### config.mk
export PLATFORM = sky130hd
export DESIGN_NAME = bullets_manager
export DESIGN_NICKNAME = d
export VERILOG_FILES = /design/src/rtl/bullets_manager.sv
export SDC_FILE = /design/constraint.sdc
export NUM_CORES = 1
export LEC_CHECK = 0
export CORE_MARGIN = 1
export CORE_UTILIZATION = 30
export CTS_CLUSTER_SIZE = 8
export DETAILED_ROUTE_END_ITERATION = 6
export DONT_BUFFER_PORTS = 1
export GPL_TIMING_DRIVEN = 0
export PLACE_DENSITY_LB_ADDON = 0.05
export SETUP_SLACK_MARGIN = 0.05
export SLEW_MARGIN = 20
export SYNTH_ARGS = -nofsm -noshare
export SYNTH_HDL_FRONTEND = slang
export SYNTH_SLANG_ARGS = --single-unit
### constraint.sdc
create_clock -name clk -period 3.6 [get_ports clk]
set_input_delay 0.54 -clock clk [delete_from_list [all_inputs] [get_ports clk]]
set_output_delay 0.54 -clock clk [all_outputs]
set_load 0.02 [all_outputs]
### src/rtl/bullets_manager.sv
// Player bullet pool: three slots with spawn, flight, explosion and
// per-pixel drawing request / colour generation.
module bullets_manager #(
  parameter int unsigned     BULLET_W        = 4,
  parameter int unsigned     BULLET_H        = 8,
  parameter int unsigned     SPEED           = 4,
  parameter int unsigned     X_OFFSET        = 14,
  parameter int unsigned     COOLDOWN_FRAMES = 8,
  parameter int unsigned     EXPLODE_FRAMES  = 6,
  parameter logic [7:0]      BULLET_COLOR    = 8'hFC,
  parameter logic [7:0]      EXPLODE_COLOR   = 8'hE0
) (
  input  logic        clk,
  input  logic        reset,
  input  logic        startOfFrame,
  input  logic [10:0] pixelX,
  input  logic [10:0] pixelY,
  input  logic        fire,
  input  logic [10:0] shooterX,
  input  logic [10:0] shooterY,
  input  logic [2:0]  hit,
  output logic [2:0]  bulletDrawingRequest,
  output logic [7:0]  bulletRGB,
  output logic [1:0]  bulletsActive
);

  localparam int CW = $clog2(COOLDOWN_FRAMES + 1);
  localparam int EW = $clog2(EXPLODE_FRAMES + 1);
  localparam logic [CW-1:0] CD_LD  = CW'(COOLDOWN_FRAMES);
  localparam logic [EW-1:0] EXP_LD = EW'(EXPLODE_FRAMES);

  typedef enum logic [1:0] {S_IDLE, S_FLY, S_EXP} st_t;

  st_t           r_st [3];
  st_t           w_st_n [3];
  logic [10:0]   r_x [3];
  logic [10:0]   r_y [3];
  logic [10:0]   w_y_n [3];
  logic [10:0]   w_x_n [3];
  logic [EW-1:0] r_exp [3];
  logic [EW-1:0] w_exp_n [3];
  logic [CW-1:0] r_cool;
  logic          r_fireD;
  logic [2:0]    r_req;
  logic [7:0]    r_rgb;
  logic [1:0]    r_active;

  logic          w_edge;
  logic          w_has_idle;
  logic [1:0]    w_slot;
  logic          w_spawn;
  logic [10:0]   w_sx;
  logic [10:0]   w_sy;
  logic [1:0]    w_cnt;
  logic [2:0]    w_in;
  logic [7:0]    w_rgb;

  assign w_edge = fire & ~r_fireD;
  assign w_sx   = shooterX + 11'(X_OFFSET);
  assign w_sy   = (shooterY < 11'(BULLET_H)) ? 11'd0
                : shooterY - 11'(BULLET_H);

  // Lowest-index idle slot wins the spawn
  always_comb begin
    w_has_idle = 1'b0;
    w_slot     = 2'd0;
    for (int i = 2; i >= 0; i--) begin
      if (r_st[i] == S_IDLE) begin
        w_has_idle = 1'b1;
        w_slot     = 2'(i);
      end
    end
  end

  assign w_spawn = w_edge && (r_cool == '0) && w_has_idle;

  always_comb begin
    w_cnt = 2'd0;
    for (int i = 0; i < 3; i++) begin
      w_st_n[i]  = r_st[i];
      w_x_n[i]   = r_x[i];
      w_y_n[i]   = r_y[i];
      w_exp_n[i] = r_exp[i];
      case (r_st[i])
        S_IDLE: begin
          if (w_spawn && w_slot == 2'(i)) begin
            w_st_n[i] = S_FLY;
            w_x_n[i]  = w_sx;
            w_y_n[i]  = w_sy;
          end
        end
        S_FLY: begin
          if (hit[i]) begin
            w_st_n[i]  = S_EXP;
            w_exp_n[i] = EXP_LD;
          end else if (startOfFrame) begin
            if (r_y[i] < 11'(SPEED)) w_st_n[i] = S_IDLE;
            else w_y_n[i] = r_y[i] - 11'(SPEED);
          end
        end
        S_EXP: begin
          if (startOfFrame) begin
            w_exp_n[i] = r_exp[i] - 1'b1;
            if (r_exp[i] == EW'(1)) w_st_n[i] = S_IDLE;
          end
        end
        default: w_st_n[i] = S_IDLE;
      endcase
      if (w_st_n[i] != S_IDLE) w_cnt = w_cnt + 2'd1;
    end
  end

  // 12-bit compares keep x + BULLET_W from wrapping at the right edge
  always_comb begin
    w_rgb = 8'h00;
    for (int i = 0; i < 3; i++) begin
      w_in[i] = (r_st[i] != S_IDLE)
        && ({1'b0, pixelX} >= {1'b0, r_x[i]})
        && ({1'b0, pixelX} <= {1'b0, r_x[i]} + 12'(BULLET_W - 1))
        && ({1'b0, pixelY} >= {1'b0, r_y[i]})
        && ({1'b0, pixelY} <= {1'b0, r_y[i]} + 12'(BULLET_H - 1));
    end
    for (int i = 2; i >= 0; i--) begin
      if (w_in[i])
        w_rgb = (r_st[i] == S_EXP) ? EXPLODE_COLOR : BULLET_COLOR;
    end
  end

  always_ff @(posedge clk or posedge reset) begin
    if (reset) begin
      for (int i = 0; i < 3; i++) begin
        r_st[i]  <= S_IDLE;
        r_x[i]   <= '0;
        r_y[i]   <= '0;
        r_exp[i] <= '0;
      end
      r_cool   <= '0;
      r_fireD  <= 1'b0;
      r_req    <= '0;
      r_rgb    <= '0;
      r_active <= '0;
    end else begin
      for (int i = 0; i < 3; i++) begin
        r_st[i]  <= w_st_n[i];
        r_x[i]   <= w_x_n[i];
        r_y[i]   <= w_y_n[i];
        r_exp[i] <= w_exp_n[i];
      end
      if (w_spawn)
        r_cool <= CD_LD;
      else if (startOfFrame && r_cool != '0)
        r_cool <= r_cool - 1'b1;
      r_fireD  <= fire;
      r_req    <= w_in;
      r_rgb    <= w_rgb;
      r_active <= w_cnt;
    end
  end

  assign bulletDrawingRequest = r_req;
  assign bulletRGB            = r_rgb;
  assign bulletsActive        = r_active;

endmodule

==> flow_metrics.tcl <==
set metrics [dict create \
    crit_chain "inv_1 > ha_1 > or3b_1 > or3b_1 > buf_2 > nor3_1 > a31o_2 > buf_4 > buf_2 > a21oi_1 > a21oi_1" \
    h-tree-depth 3 \
    cts-buffers-inserted 9 \
    rrSetupSlack_ns 0.23 \
    critPathCaptureType "flip-flop" \
    yosys.area.top_type_share 0.263 \
    fin_crit_ns 3.37 \
    total_power_mw 6.24 \
    via_per_inst 5.15 \
    portBuffers 0 \
    gp_congestion 0.806 \
    finalMaxSlewViolations 0 \
    first_pass_iters 5 \
    clock_latency_ns 0.35 \
    antenna_found_initial 0 \
    synth_common_cells "ha_1 (159), nand2_1 (96), inv_1 (95)" \
    worstPathRequired_ns 3.88 \
    nets 1297 \
    dr_total_vias 7607 \
    clk_pin_slew_ns 0.08 \
    antenna_cells 0 \
    hpwlAfterDp_mm 22.7 \
    critPathMaxStageDelay_ns 0.87 \
    worst_r2r_endpoint "r_y[28]$_DFFE_PP0P_" \
    power_leakage_nw 4.31 \
    post-route-util 0.340 \
    pin_count 64 \
    grt_pass1_vias 7557 \
    drive_above_1_share 0.0659 \
    ys_warn_count 0 \
    setup-violations-final 0 \
    synthArstFlopShare 1.00 \
    clockBufferDepth 2 \
    wl_per_cell_um 19.0 \
    drc_errors 0 \
    cts_tree "done" \
    wirelength_mm 28.1 \
    skew_ns 0.0100 \
    outcome "finished clean" \
    r2r-start "r_cool[0]$_DFFE_PP0P_" \
    syn_to_final_growth_pct 11.1 \
    grt_max_degree 54 \
    cp-start-kind "flip-flop" \
    root_buffer "clkbuf_16" \
    worstHoldPathType "in2async" \
    fin_crit_sh 0.936 \
    syn_inst 1069 \
    grt_pass1_wl_mm 43.9 \
    max-cap-violations 0 \
    yosysTopAreaCell "dfrtp_1" \
    ys_ff_latch 93 \
    drtIter0Drc 385 \
    clkSinkCount 93 \
    rows 62 \
    die_x_um 174 \
    syn_area_per_cell_um2 8.27 \
    syn_area_mm2 0.00884 \
    initial_core_util 0.306 \
    synth.most_common_cell "ha_1" \
    track_usage 0.189 \
    vdd_drop_max_mv 0.241 \
    yosys-top-cells-area "dfrtp_1 (26%), ha_1 (23%), xnor2_1 (5.8%)" \
    core_area_mm2 0.0289 \
    synth_edf_count 0 \
    die_area_mm2 0.0302 \
    synth_ff_type "dfrtp_1" \
    maxSlewHeadroom 0.235 \
    gr-total-overflow 0 \
    drtAntennaViolNets 0 \
    startpoint "r_cool[0]$_DFFE_PP0P_" \
    path_class "reg2reg" \
    p_per_area_mw_per_mm2 635 \
    cp_slowest_cell "nor3_1" \
    yosysSeqAreaShare 0.263 \
    hold_viol_final 0 \
    synth_cell_type_count 66 \
    rsz0062_at_grt "false" \
    clock.fmax_ghz 0.297 \
    arrival_ns 3.65 \
    reg2reg_depth 11 \
    tightest_slew_ns 1.14 \
    chipHeight_um 174 \
    crit_fanout 10 \
]
power by group:
part           internal, mW  switching (mW)
combinational          1.40            1.88
clock                 0.573           0.476
sequential             1.42           0.479
worst max path at each step:
stage	depth (start not counted)	to
3_5_place_dp	15	bulletRGB[4]$_DFF_PP0_
2_1_floorplan	1	bulletDrawingRequest[0]$_DFF_PP0_
6_report	11	r_y[28]$_DFFE_PP0P_
5_1_grt	15	bulletRGB[4]$_DFF_PP0_
3_3_place_gp	1	r_y[1]$_DFFE_PP0P_
4_1_cts	15	bulletRGB[4]$_DFF_PP0_
cells in the final DEF, fill, tap and decap left out, drive strengths merged, types with 31 or more instances in the layout:
cell,synthesis,final
ha,159,159
inv,95,99
nand2,96,96
dfrtp,93,93
o21ai,91,91
a21oi,79,79
nor2,74,74
xnor2,59,59
nand3,40,40
clkbuf,23,32
nor3,31,31
final cells by class:
type	count	area, um2
fillers	3079	19000
multi-input cells	845	6070
flip-flops and latches	93	2330
well taps	384	480
inverters	95	362
clock buffers	10	239
plain buffers	36	188
clock inverters	6	76.3
repair buffers	7	72.6
what timing repair did:
item / in CTS / in global routing
hold buffers: 0 / 0
buffers inserted: 0 / 6
endpoints found under the setup margin: 5 / 3
endpoints found under the hold margin: 0 / 0
pin swaps: 1 / 4
resized for setup: 10 / 18
logic make-up (layout without fill, tap and decap cells):
family          count (synthesis)  in the layout  share of synthesized area
compound gates                283            283                      0.198
mux                             5              5                    0.00594
flops                          93             93                      0.263
fa+ha+maj                     159            159                      0.225
simple gates                  328            328                      0.178
xor+xnor                       68             68                     0.0674
buf+inv                       132            154                     0.0620
other cells                     1              2                   0.000424
per-stage QoR:
stage,area [um2],instances,setup slack (ns),setup TNS (ns),hold slack (ns)
after floorplan,8840,1070,0.640,0,0.450
after global placement,9320,1454,-0.867,-81.77,0.464
after detailed placement,9360,1455,-0.377,-0.474,0.453
after CTS,9730,1471,0.0894,0,0.0638
after global routing,9820,1476,0.0451,0,0.0784
final,9820,1476,0.231,0,0.0578
critical path, delay by kind of cell, from the launching register on:
family / cells / cell delay [ns]
and+or+nand+nor: 3 / 1.57
buffers and inverters: 4 / 0.69
AOI/OAI and AO/OA: 3 / 0.49
DFF: 1 / 0.41
adders and majority gates: 1 / 0.13
registers in the layout, indices dropped and copies added (netlist names), 2 cells and up:
name and flops:
bulletDrawingRequest 3, bulletRGB 2, bulletsActive 2, r_cool 4, r_exp 9, r_st 6, r_x 33, r_y 33
metal layers:
metal	wire (um)	vias up	track usage	share of wire
met5	0	-	0	0
met2	12000	115	0.290	0.43
li1	-	3860	-	-
met4	362	0	0.0409	0.013
met1	14800	3612	0.277	0.53
met3	981	20	0.0298	0.035
(Power assumes the default switching activity.)
